## src/rtl/ascon_enc_host_if.sv

```systemverilog
// Byte-lane register bus between the host initiator and the SocEncryption core.
interface ascon_enc_host_if;
    logic [3:0]  reg_inputxSS;
    logic [31:0] inputxSI;
    logic        reg_startxSS;
    logic        encryption_startxSI;
    logic        encryption_readyxSO;
    logic        reg_outxSS;
    logic [7:0]  cipher_tagxSO;

    modport master (
        output reg_inputxSS, inputxSI, reg_startxSS, encryption_startxSI, reg_outxSS,
        input  encryption_readyxSO, cipher_tagxSO
    );

    modport slave (
        input  reg_inputxSS, inputxSI, reg_startxSS, encryption_startxSI, reg_outxSS,
        output encryption_readyxSO, cipher_tagxSO
    );
endinterface

```

## src/rtl/ascon_enc_host.sv

```systemverilog
// Host initiator: loads key/nonce/AD/PT byte lanes, starts the core, collects CT+tag.
// Optional ready watchdog enabled by defining ASCON_HOST_TIMEOUT_EN.
module ascon_enc_host #(
    parameter int K         = 128,
    parameter int L         = 40,
    parameter int Y         = 40,
    parameter int START_CYC = 2,
    parameter int OUT_DELAY = 3,
    parameter int TIMEOUT   = 4096
) (
    input  logic                  clk,
    input  logic                  rst,
    input  logic                  op_start,
    input  logic [K-1:0]          key_i,
    input  logic [127:0]          nonce_i,
    input  logic [L-1:0]          ad_i,
    input  logic [Y-1:0]          pt_i,
    output logic                  busy,
    output logic                  done,
    output logic                  err,
    output logic [Y-1:0]          ct_o,
    output logic [127:0]          tag_o,
    output logic [31:0]           cycles_o,
    ascon_enc_host_if.master      soc
);
    function automatic int max2(input int a, input int b);
        return (a > b) ? a : b;
    endfunction

    localparam int MAXL = max2(max2(K, 128), max2(L, Y));
    localparam int NWR  = MAXL / 8;
    localparam int NRD  = Y / 8 + 16;
    localparam int NCT  = Y / 8;
    localparam int CMAX = max2(max2(NWR, NRD), max2(START_CYC, OUT_DELAY));
    localparam int CW   = $clog2(CMAX + 1);

    typedef enum logic [2:0] {
        S_IDLE, S_LOAD, S_START, S_WAIT, S_OSEL, S_READ, S_DONE
    } state_t;

    state_t          state_reg, state_next;
    logic [CW-1:0]   cnt_reg, cnt_next;
    logic [MAXL-1:0] key_sr_reg, nonce_sr_reg, ad_sr_reg, pt_sr_reg;
    logic [Y-1:0]    ct_reg;
    logic [127:0]    tag_reg;
    logic [31:0]     cycles_reg;

    logic capture, load_shift, cyc_clear, cyc_inc, rd_ct, rd_tag, timeout_hit;

`ifdef ASCON_HOST_TIMEOUT_EN
    localparam int TW = $clog2(TIMEOUT + 1);
    logic [TW-1:0] wdog_reg;
    logic          err_reg;
`endif

    always_ff @(posedge clk or negedge rst) begin
        if (!rst) begin
            state_reg <= S_IDLE;
            cnt_reg   <= '0;
        end else begin
            state_reg <= state_next;
            cnt_reg   <= cnt_next;
        end
    end

    always_comb begin
        state_next  = state_reg;
        cnt_next    = cnt_reg;
        capture     = 1'b0;
        load_shift  = 1'b0;
        cyc_clear   = 1'b0;
        cyc_inc     = 1'b0;
        rd_ct       = 1'b0;
        rd_tag      = 1'b0;
        timeout_hit = 1'b0;
        busy        = 1'b0;
        done        = 1'b0;
        soc.reg_inputxSS        = 4'h0;
        soc.inputxSI            = 32'h0;
        soc.reg_startxSS        = 1'b0;
        soc.encryption_startxSI = 1'b0;
        soc.reg_outxSS          = 1'b0;
        case (state_reg)
            S_IDLE: begin
                if (op_start) begin
                    capture    = 1'b1;
                    cnt_next   = '0;
                    state_next = S_LOAD;
                end
            end
            S_LOAD: begin
                busy             = 1'b1;
                load_shift       = 1'b1;
                soc.reg_inputxSS = 4'hF;
                // Operands are left-aligned, so the top byte is always lane byte i
                soc.inputxSI = {pt_sr_reg[MAXL-1 -: 8], ad_sr_reg[MAXL-1 -: 8],
                                nonce_sr_reg[MAXL-1 -: 8], key_sr_reg[MAXL-1 -: 8]};
                if (cnt_reg == CW'(NWR - 1)) begin
                    cnt_next   = '0;
                    cyc_clear  = 1'b1;
                    state_next = S_START;
                end else begin
                    cnt_next = cnt_reg + CW'(1);
                end
            end
            S_START: begin
                busy                    = 1'b1;
                cyc_inc                 = 1'b1;
                soc.reg_startxSS        = 1'b1;
                soc.encryption_startxSI = 1'b1;
                if (cnt_reg == CW'(START_CYC - 1)) begin
                    cnt_next   = '0;
                    state_next = S_WAIT;
                end else begin
                    cnt_next = cnt_reg + CW'(1);
                end
            end
            S_WAIT: begin
                busy = 1'b1;
                if (soc.encryption_readyxSO) begin
                    cnt_next   = '0;
                    state_next = S_OSEL;
                end else begin
                    cyc_inc = 1'b1;
`ifdef ASCON_HOST_TIMEOUT_EN
                    if (wdog_reg == TW'(TIMEOUT - 1)) begin
                        timeout_hit = 1'b1;
                        state_next  = S_DONE;
                    end
`endif
                end
            end
            S_OSEL: begin
                busy           = 1'b1;
                soc.reg_outxSS = 1'b1;
                if (cnt_reg == CW'(OUT_DELAY - 1)) begin
                    cnt_next   = '0;
                    state_next = S_READ;
                end else begin
                    cnt_next = cnt_reg + CW'(1);
                end
            end
            S_READ: begin
                busy = 1'b1;
                if (cnt_reg < CW'(NCT)) rd_ct = 1'b1;
                else                    rd_tag = 1'b1;
                if (cnt_reg == CW'(NRD - 1)) begin
                    cnt_next   = '0;
                    state_next = S_DONE;
                end else begin
                    cnt_next = cnt_reg + CW'(1);
                end
            end
            S_DONE: begin
                done       = 1'b1;
                state_next = S_IDLE;
            end
            default: state_next = S_IDLE;
        endcase
    end

    always_ff @(posedge clk or negedge rst) begin
        if (!rst) begin
            key_sr_reg   <= '0;
            nonce_sr_reg <= '0;
            ad_sr_reg    <= '0;
            pt_sr_reg    <= '0;
            ct_reg       <= '0;
            tag_reg      <= '0;
            cycles_reg   <= '0;
        end else begin
            if (capture) begin
                key_sr_reg   <= MAXL'(key_i) << (MAXL - K);
                nonce_sr_reg <= MAXL'(nonce_i) << (MAXL - 128);
                ad_sr_reg    <= MAXL'(ad_i) << (MAXL - L);
                pt_sr_reg    <= MAXL'(pt_i) << (MAXL - Y);
            end else if (load_shift) begin
                key_sr_reg   <= key_sr_reg << 8;
                nonce_sr_reg <= nonce_sr_reg << 8;
                ad_sr_reg    <= ad_sr_reg << 8;
                pt_sr_reg    <= pt_sr_reg << 8;
            end
            if (cyc_clear)
                cycles_reg <= '0;
            else if (cyc_inc && cycles_reg != 32'hFFFF_FFFF)
                cycles_reg <= cycles_reg + 32'd1;
            if (timeout_hit) begin
                ct_reg  <= '0;
                tag_reg <= '0;
            end else begin
                if (rd_ct)  ct_reg  <= (ct_reg << 8) | Y'(soc.cipher_tagxSO);
                if (rd_tag) tag_reg <= (tag_reg << 8) | 128'(soc.cipher_tagxSO);
            end
        end
    end

`ifdef ASCON_HOST_TIMEOUT_EN
    always_ff @(posedge clk or negedge rst) begin
        if (!rst) begin
            wdog_reg <= '0;
            err_reg  <= 1'b0;
        end else begin
            wdog_reg <= (state_reg == S_WAIT) ? wdog_reg + TW'(1) : '0;
            if (capture)          err_reg <= 1'b0;
            else if (timeout_hit) err_reg <= 1'b1;
        end
    end
    assign err = err_reg;
`else
    logic unused_timeout;
    assign unused_timeout = (TIMEOUT != 0);
    assign err = 1'b0;
`endif

    assign ct_o     = ct_reg;
    assign tag_o    = tag_reg;
    assign cycles_o = cycles_reg;
endmodule

```

## src/flat_wrapper.sv

```systemverilog
// flat-port wrapper written by rule: the top's interface ports become plain ports
module ascon_enc_host_flat 
#(
    parameter int K         = 128,
    parameter int L         = 40,
    parameter int Y         = 40,
    parameter int START_CYC = 2,
    parameter int OUT_DELAY = 3,
    parameter int TIMEOUT   = 4096
)
  (clk, rst, op_start, key_i, nonce_i, ad_i, pt_i, busy, done, err, ct_o, tag_o, cycles_o, soc_reg_inputxSS, soc_inputxSI, soc_reg_startxSS, soc_encryption_startxSI, soc_reg_outxSS, soc_encryption_readyxSO, soc_cipher_tagxSO);
  ascon_enc_host_if soc_i ();
  input  logic clk;
  input  logic rst;
  input  logic op_start;
  input  logic [K-1:0] key_i;
  input  logic [127:0] nonce_i;
  input  logic [L-1:0] ad_i;
  input  logic [Y-1:0] pt_i;
  output logic busy;
  output logic done;
  output logic err;
  output logic [Y-1:0] ct_o;
  output logic [127:0] tag_o;
  output logic [31:0] cycles_o;
  output wire logic [$bits(soc_i.reg_inputxSS)-1:0] soc_reg_inputxSS;
  output wire logic [$bits(soc_i.inputxSI)-1:0] soc_inputxSI;
  output wire logic [$bits(soc_i.reg_startxSS)-1:0] soc_reg_startxSS;
  output wire logic [$bits(soc_i.encryption_startxSI)-1:0] soc_encryption_startxSI;
  output wire logic [$bits(soc_i.reg_outxSS)-1:0] soc_reg_outxSS;
  input wire logic [$bits(soc_i.encryption_readyxSO)-1:0] soc_encryption_readyxSO;
  input wire logic [$bits(soc_i.cipher_tagxSO)-1:0] soc_cipher_tagxSO;
  assign soc_reg_inputxSS = soc_i.reg_inputxSS;
  assign soc_inputxSI = soc_i.inputxSI;
  assign soc_reg_startxSS = soc_i.reg_startxSS;
  assign soc_encryption_startxSI = soc_i.encryption_startxSI;
  assign soc_reg_outxSS = soc_i.reg_outxSS;
  assign soc_i.encryption_readyxSO = soc_encryption_readyxSO;
  assign soc_i.cipher_tagxSO = soc_cipher_tagxSO;
  ascon_enc_host #(.K(K), .L(L), .Y(Y), .START_CYC(START_CYC), .OUT_DELAY(OUT_DELAY), .TIMEOUT(TIMEOUT)) u_core (.clk(clk), .rst(rst), .op_start(op_start), .key_i(key_i), .nonce_i(nonce_i), .ad_i(ad_i), .pt_i(pt_i), .busy(busy), .done(done), .err(err), .ct_o(ct_o), .tag_o(tag_o), .cycles_o(cycles_o), .soc(soc_i));
endmodule
```

## config.mk

```make
export PLATFORM = sky130hd
export DESIGN_NAME = ascon_enc_host_flat
export DESIGN_NICKNAME = d
export VERILOG_FILES = /design/src/rtl/ascon_enc_host_if.sv /design/src/rtl/ascon_enc_host.sv /design/src/flat_wrapper.sv
export SDC_FILE = /design/constraint.sdc
export NUM_CORES = 1
export LEC_CHECK = 0
export BUFFER_PORTS_ARGS = -buffer_cell sky130_fd_sc_hd__buf_2
export CAP_MARGIN = 20
export CORE_MARGIN = 1
export CORE_UTILIZATION = 40
export CTS_CLUSTER_DIAMETER = 40
export CTS_CLUSTER_SIZE = 10
export DETAILED_ROUTE_END_ITERATION = 12
export PLACE_DENSITY = 0.63
export SLEW_MARGIN = 20
export SYNTH_ARGS = -nofsm -noshare
export SYNTH_HDL_FRONTEND = slang
export SYNTH_SLANG_ARGS = --single-unit
```

## constraint.sdc

```tcl
create_clock -name clk -period 2.5 [get_ports clk]
set_input_delay 0.5 -clock clk [delete_from_list [all_inputs] [get_ports clk]]
set_output_delay 0.5 -clock clk [all_outputs]
set_load 0.05 [all_outputs]
```

Word level (Yosys, flattened, before mapping). Index checks and enable logic that the tools add are counted.

Flip-flop bits (word level): 720. Output and inout bits: 242.

$add $sub $neg: 2. Order comparisons: 1. Equal/unequal tests: 17. Mux-type cells: 41. Bitwise logic cells: 2. Reduce and logical (&&, ||, !) cells: 8.

Operators by type and width (count): 2-to-1 mux 128 bit (8); bitwise OR 128 x 8 -> 128 bit (1); 2-to-1 mux 32 bit (3); bitwise OR 40 x 8 -> 40 bit (1); adder 32 x 1 -> 32 bit, second input constant (1); inequality test 32 bit, second input constant (1); 2-to-1 mux 5 bit (6); case mux 5 bit (6 select lines) (1); 2-to-1 mux 3 bit (6); case mux 3 bit (6 select lines) (1); 2-to-1 mux 1 bit (14); == test 3 bit, second input constant (3); inequality test 2 x 1 -> 1 bit, second input constant (4); == test 3 x 2 -> 1 bit, second input constant (2); AND reduction 6 bit (1); nonzero test 6 bit (1); adder 5 x 1 -> 5 bit, second input constant (1); == test 5 x 1 -> 1 bit, second input constant (1); == test 5 x 2 -> 1 bit, second input constant (1); == test 5 x 4 -> 1 bit, second input constant (1); == test 5 bit, second input constant (1); < comparator 5 x 3 -> 1 bit, second input constant (1); OR reduction 5 bit (1); 2-to-1 mux 4 bit (1); 7 further kinds (9).

Longest topological paths before layout.
Depth in word-level cells: 5. Gate-level depth with buffers: 9.

Worst setup path after synthesis. OpenSTA, ideal clock, no wires.

Path type: reg-to-output. Start point: reg u_core.state_reg[1]. End point: out soc_inputxSI[10]. Arrival: 1.972 ns. Required time: 2.000 ns. Slack: 0.028 ns. Cell stages (with the launch flop): 7. Cell sequence: dfrtp_1 > or3b_2 > buf_2 > inv_2 > clkbuf_1 > clkbuf_1 > and2_1.

Longest elaborated chain between the ends: 2.

RTL lines: start, declared (RTL line ascon_enc_host.sv:41) `state_t state_reg, state_next;`; start signal, assigned (RTL line ascon_enc_host.sv:61) `state_reg <= state_next;`; == test 3 x 1 -> 1 bit (RTL line ascon_enc_host.sv:83) `case (state_reg)`; 2-to-1 mux 32 bit (RTL line ascon_enc_host.sv:83); end, declared (RTL line flat_wrapper.sv:27) `output wire logic [$bits(soc_i.inputxSI)-1:0] soc_inputxSI;`.

No other way between the ends.

Worst setup path in the final report.
Start point: reg u_core.state_reg[1]. End point: out soc_inputxSI[4].

Same word-level chain as after synthesis.

==> results.txt <==
WHS: 78.0 ps
core area: 0.0555 mm^2
asr flop ratio synth: 1.00
switching share of power: 0.382
Post-Route WL: 71.2 mm
sequential area share after synthesis: 0.600
# nets final: 3078
Worst setup EP type: primary output
cell area after synthesis: 0.0227 mm^2
Routed Antenna Nets: 0
maxcap violations: 0
vias in the first global route: 19000
Static Leak: 0.0158 uW
HPWL Detailed: 48.8 mm
DRC: 0
vias post-DR: 18600
overall global routing resource usage: 0.242
GPL Wtd Cong: 0.881
Slew @ Worst Pin: 692 ps
# rows: 86
Flop pwr share: 0.347
first-pass GRT wire length: 107 mm
WP data arrival: 2040 ps
critical path, cell by cell: or3b_4, inv_12, buf_12, and2_4, buf_8
worst vdd ir: 1.20 mV
Worst setup SP type: register
H-tree depth: 3
Starting DRT DRC Count: 1300
Slew Viols, Final: 0
DR vias/cell: 5.24
multi-input logic area: 0.00853 mm^2
fin crit period: 2540 ps
TritonCTS clock tree: yes
IO buf count: 588
outcome: finished with violations
worst setup path class: register to primary output
NetSw: 14900 uW
Crit path largest cell delay: 460 ps
Post-synth top flop: dfrtp_1
largest net degree at the start of global routing: 191
Syn Inst Count: 2127
f_max: 393 MHz
Fillers: 4971
FF+latch area: 0.0136 mm^2
PwrDens: 1290 mW/mm^2
period utilisation layout: 1.02
yosys warns: 0
Final Skew: 25.1 ps
Crit-path slowest cell: or3b_4
Clk pwr share: 0.311
Int Power: 24100 uW
failing checks: setup timing
Req. time, crit path: 2000 ps
mean post-synth cell area: 10.7 um^2
count of cell types in the netlist: 58
root buf cell: clkbuf_16
initial antenna violation count: 50
post-synth net total: 2482
Hold Vio Cnt, Final: 0
Setup WS post-layout: -42.6 ps
Clock Latency Late Sink: 620 ps
CP max FO: 6
ratio of cells with drive above 1 in the final layout: 0.363
die area: 0.0577 mm^2
TritonCTS Buffers: 85
final core occ: 0.546
width of the die: 240 um
I/O Pins: 590
Post-synth EDFFs: 0
Layout area overhead: 33.6%
RSZ-0062 raised after global routing: yes
worst hold path class: input pin to register
GR Overflow Total: 0
Reg clk slew, reported paths: 50 ps
relative slew slack: 0.539
Initial Util: 0.409
setup violators final: 29
Pre-antenna DRT Iters: 5
buffer levels on the longest clock path: 3
DIE HEIGHT: 240 um
drt wl/cell: 20.0 um
Comb pwr share: 0.341
Num Clock Sinks: 544
synthesized flop and latch total: 544
layer usage:
layer | global-route usage | part of all wire | vias up | routed length, um
met4 | 0.102 | 0.034 | 44 | 2440
met1 | 0.287 | 0.39 | 9211 | 27600
li1 | - | - | 8630 | -
met3 | 0.0814 | 0.080 | 165 | 5670
met2 | 0.399 | 0.49 | 592 | 35100
met5 | 0 | 0.0040 | - | 283
worst max-delay path: cells and delay by family (launching register included):
family                 cells  cell delay (ps)
AND/OR/NAND/NOR            2              640
flip-flops                 1              370
buffers and inverters      3              400
layout make-up:
| class | instances | area share |
|---|---|---|
| antenna | 26 | 0.00215 |
| clock buffer | 100 | 0.0743 |
| clock inverter | 49 | 0.0238 |
| inverter | 11 | 0.00177 |
| multi-input combinational | 1425 | 0.282 |
| sequential | 544 | 0.449 |
| tap | 748 | 0.0309 |
| timing repair buffer | 654 | 0.136 |
| timing repair inverter | 2 | 0.000743 |
worst paths after layout:
check / from / endpoint / slack, ps / cells past startpoint
min: pt_i[1] / u_core.pt_sr_reg[89]$_DFFE_PN0P_ / 80 / 3
max reg2reg: u_core.state_reg[0]$_DFFE_PN0P_ / u_core.nonce_sr_reg[44]$_DFFE_PN0P_ / 110 / 9
max: u_core.state_reg[1]$_DFFE_PN0P_ / soc_inputxSI[4] / -40 / 5
min in group asynchronous: rst / u_core.pt_sr_reg[113]$_DFFE_PN0P_ / 360 / 2
min reg2reg: u_core.pt_sr_reg[98]$_DFFE_PN0P_ / u_core.pt_sr_reg[98]$_DFFE_PN0P_ / 470 / 2
max in group asynchronous: rst / u_core.cycles_o[1]$_DFFE_PN0P_ / 1260 / 4
synthesized netlist by cell type (2+ instances only):
| master | instances | area share |
|---|---|---|
| mux2i_1 | 5 | 0.0022 |
| and2_1 | 35 | 0.0096 |
| inv_1 | 10 | 0.0017 |
| o211ai_1 | 9 | 0.0030 |
| or3_1 | 12 | 0.0033 |
| nor3_1 | 8 | 0.0018 |
| a22oi_1 | 305 | 0.10 |
| nand4_1 | 10 | 0.0028 |
| or3_2 | 4 | 0.0013 |
| nor2b_1 | 2 | 0.00055 |
| buf_1 | 13 | 0.0022 |
| o21ai_0 | 53 | 0.012 |
| clkbuf_1 | 121 | 0.020 |
| buf_4 | 6 | 0.0020 |
| and4_2 | 3 | 0.0013 |
| buf_2 | 6 | 0.0013 |
| and3_1 | 4 | 0.0011 |
| ha_1 | 7 | 0.0039 |
| nor2_1 | 15 | 0.0025 |
| a21oi_1 | 21 | 0.0046 |
| mux2_2 | 168 | 0.083 |
| o31ai_1 | 7 | 0.0023 |
| nor4_1 | 2 | 0.00055 |
| a211oi_1 | 2 | 0.00066 |
| or4_1 | 2 | 0.00066 |
| or4_2 | 2 | 0.00077 |
| dfrtp_1 | 544 | 0.60 |
| nand2b_1 | 3 | 0.00083 |
| nand3_1 | 19 | 0.0042 |
| a22o_1 | 3 | 0.0012 |
| nand2_1 | 696 | 0.12 |
| and4_1 | 4 | 0.0015 |
layout by cell type (no fill, tap or decap), types with 8 or more instances in the layout:
cell type / instances
inv_1: 10
nand4_1: 10
a21oi_1: 20
o21ai_0: 53
bufinv_16: 12
a22oi_1: 305
nor3_1: 8
clkinv_2: 11
o211ai_1: 9
buf_8: 19
clkbuf_1: 8
buf_4: 43
and2_1: 13
or3_1: 12
buf_12: 23
mux2_2: 168
clkinvlp_4: 9
nor2_1: 13
dfrtp_1: 544
nand2_1: 696
buf_2: 549
diode_2: 26
nand3_1: 19
and2_4: 22
buf_6: 15
clkbuf_16: 86
through the flow:
stage	area (um^2)	TNS (ps)	instances	setup slack, ps	total power [uW]
floorplan	22700	0	2127	27.7	22100
global placement	26700	0	3372	297	25500
detailed placement	26700	0	3372	255	25900
CTS	30100	-3020	3531	-115	39000
global route	30300	-2710	3556	-111	41400
finish	30300	-541	3559	-42.6	39100
power groups by stage:
stage | clock (uW) | combinational (uW) | sequential [uW]
final | 12200 | 13300 | 13600
after CTS | 12400 | 13000 | 13600
after global routing | 12800 | 14700 | 13900
after detailed placement | 0 | 12200 | 13600
after floorplan | 0 | 7660 | 14400
after global placement | 0 | 11900 | 13500
kinds of logic (layout without fill, tap and decap cells):
family / count (synthesis) / after routing / synth area share
other cells: 1 / 27 / 0.000165
buf+inv: 158 / 816 / 0.0278
compound gates: 409 / 409 / 0.129
mux: 173 / 173 / 0.0856
simple gates: 833 / 833 / 0.153
fa+ha+maj: 7 / 7 / 0.00386
xor+xnor: 2 / 2 / 0.000772
flops: 544 / 544 / 0.600
timing repair:
| action | in CTS | in global routing |
|---|---|---|
| endpoints found under the setup margin | 38 | 125 |
| buffers inserted | 5 | 1 |
| pin swaps | 4 | 5 |
| gates resized for setup | 87 | 32 |
| hold buffers | 1 | 0 |
| hold endpoints to repair | 31 | 0 |
| cloned | 4 | 1 |
Note: power is estimated with default switching activity, not from simulation.
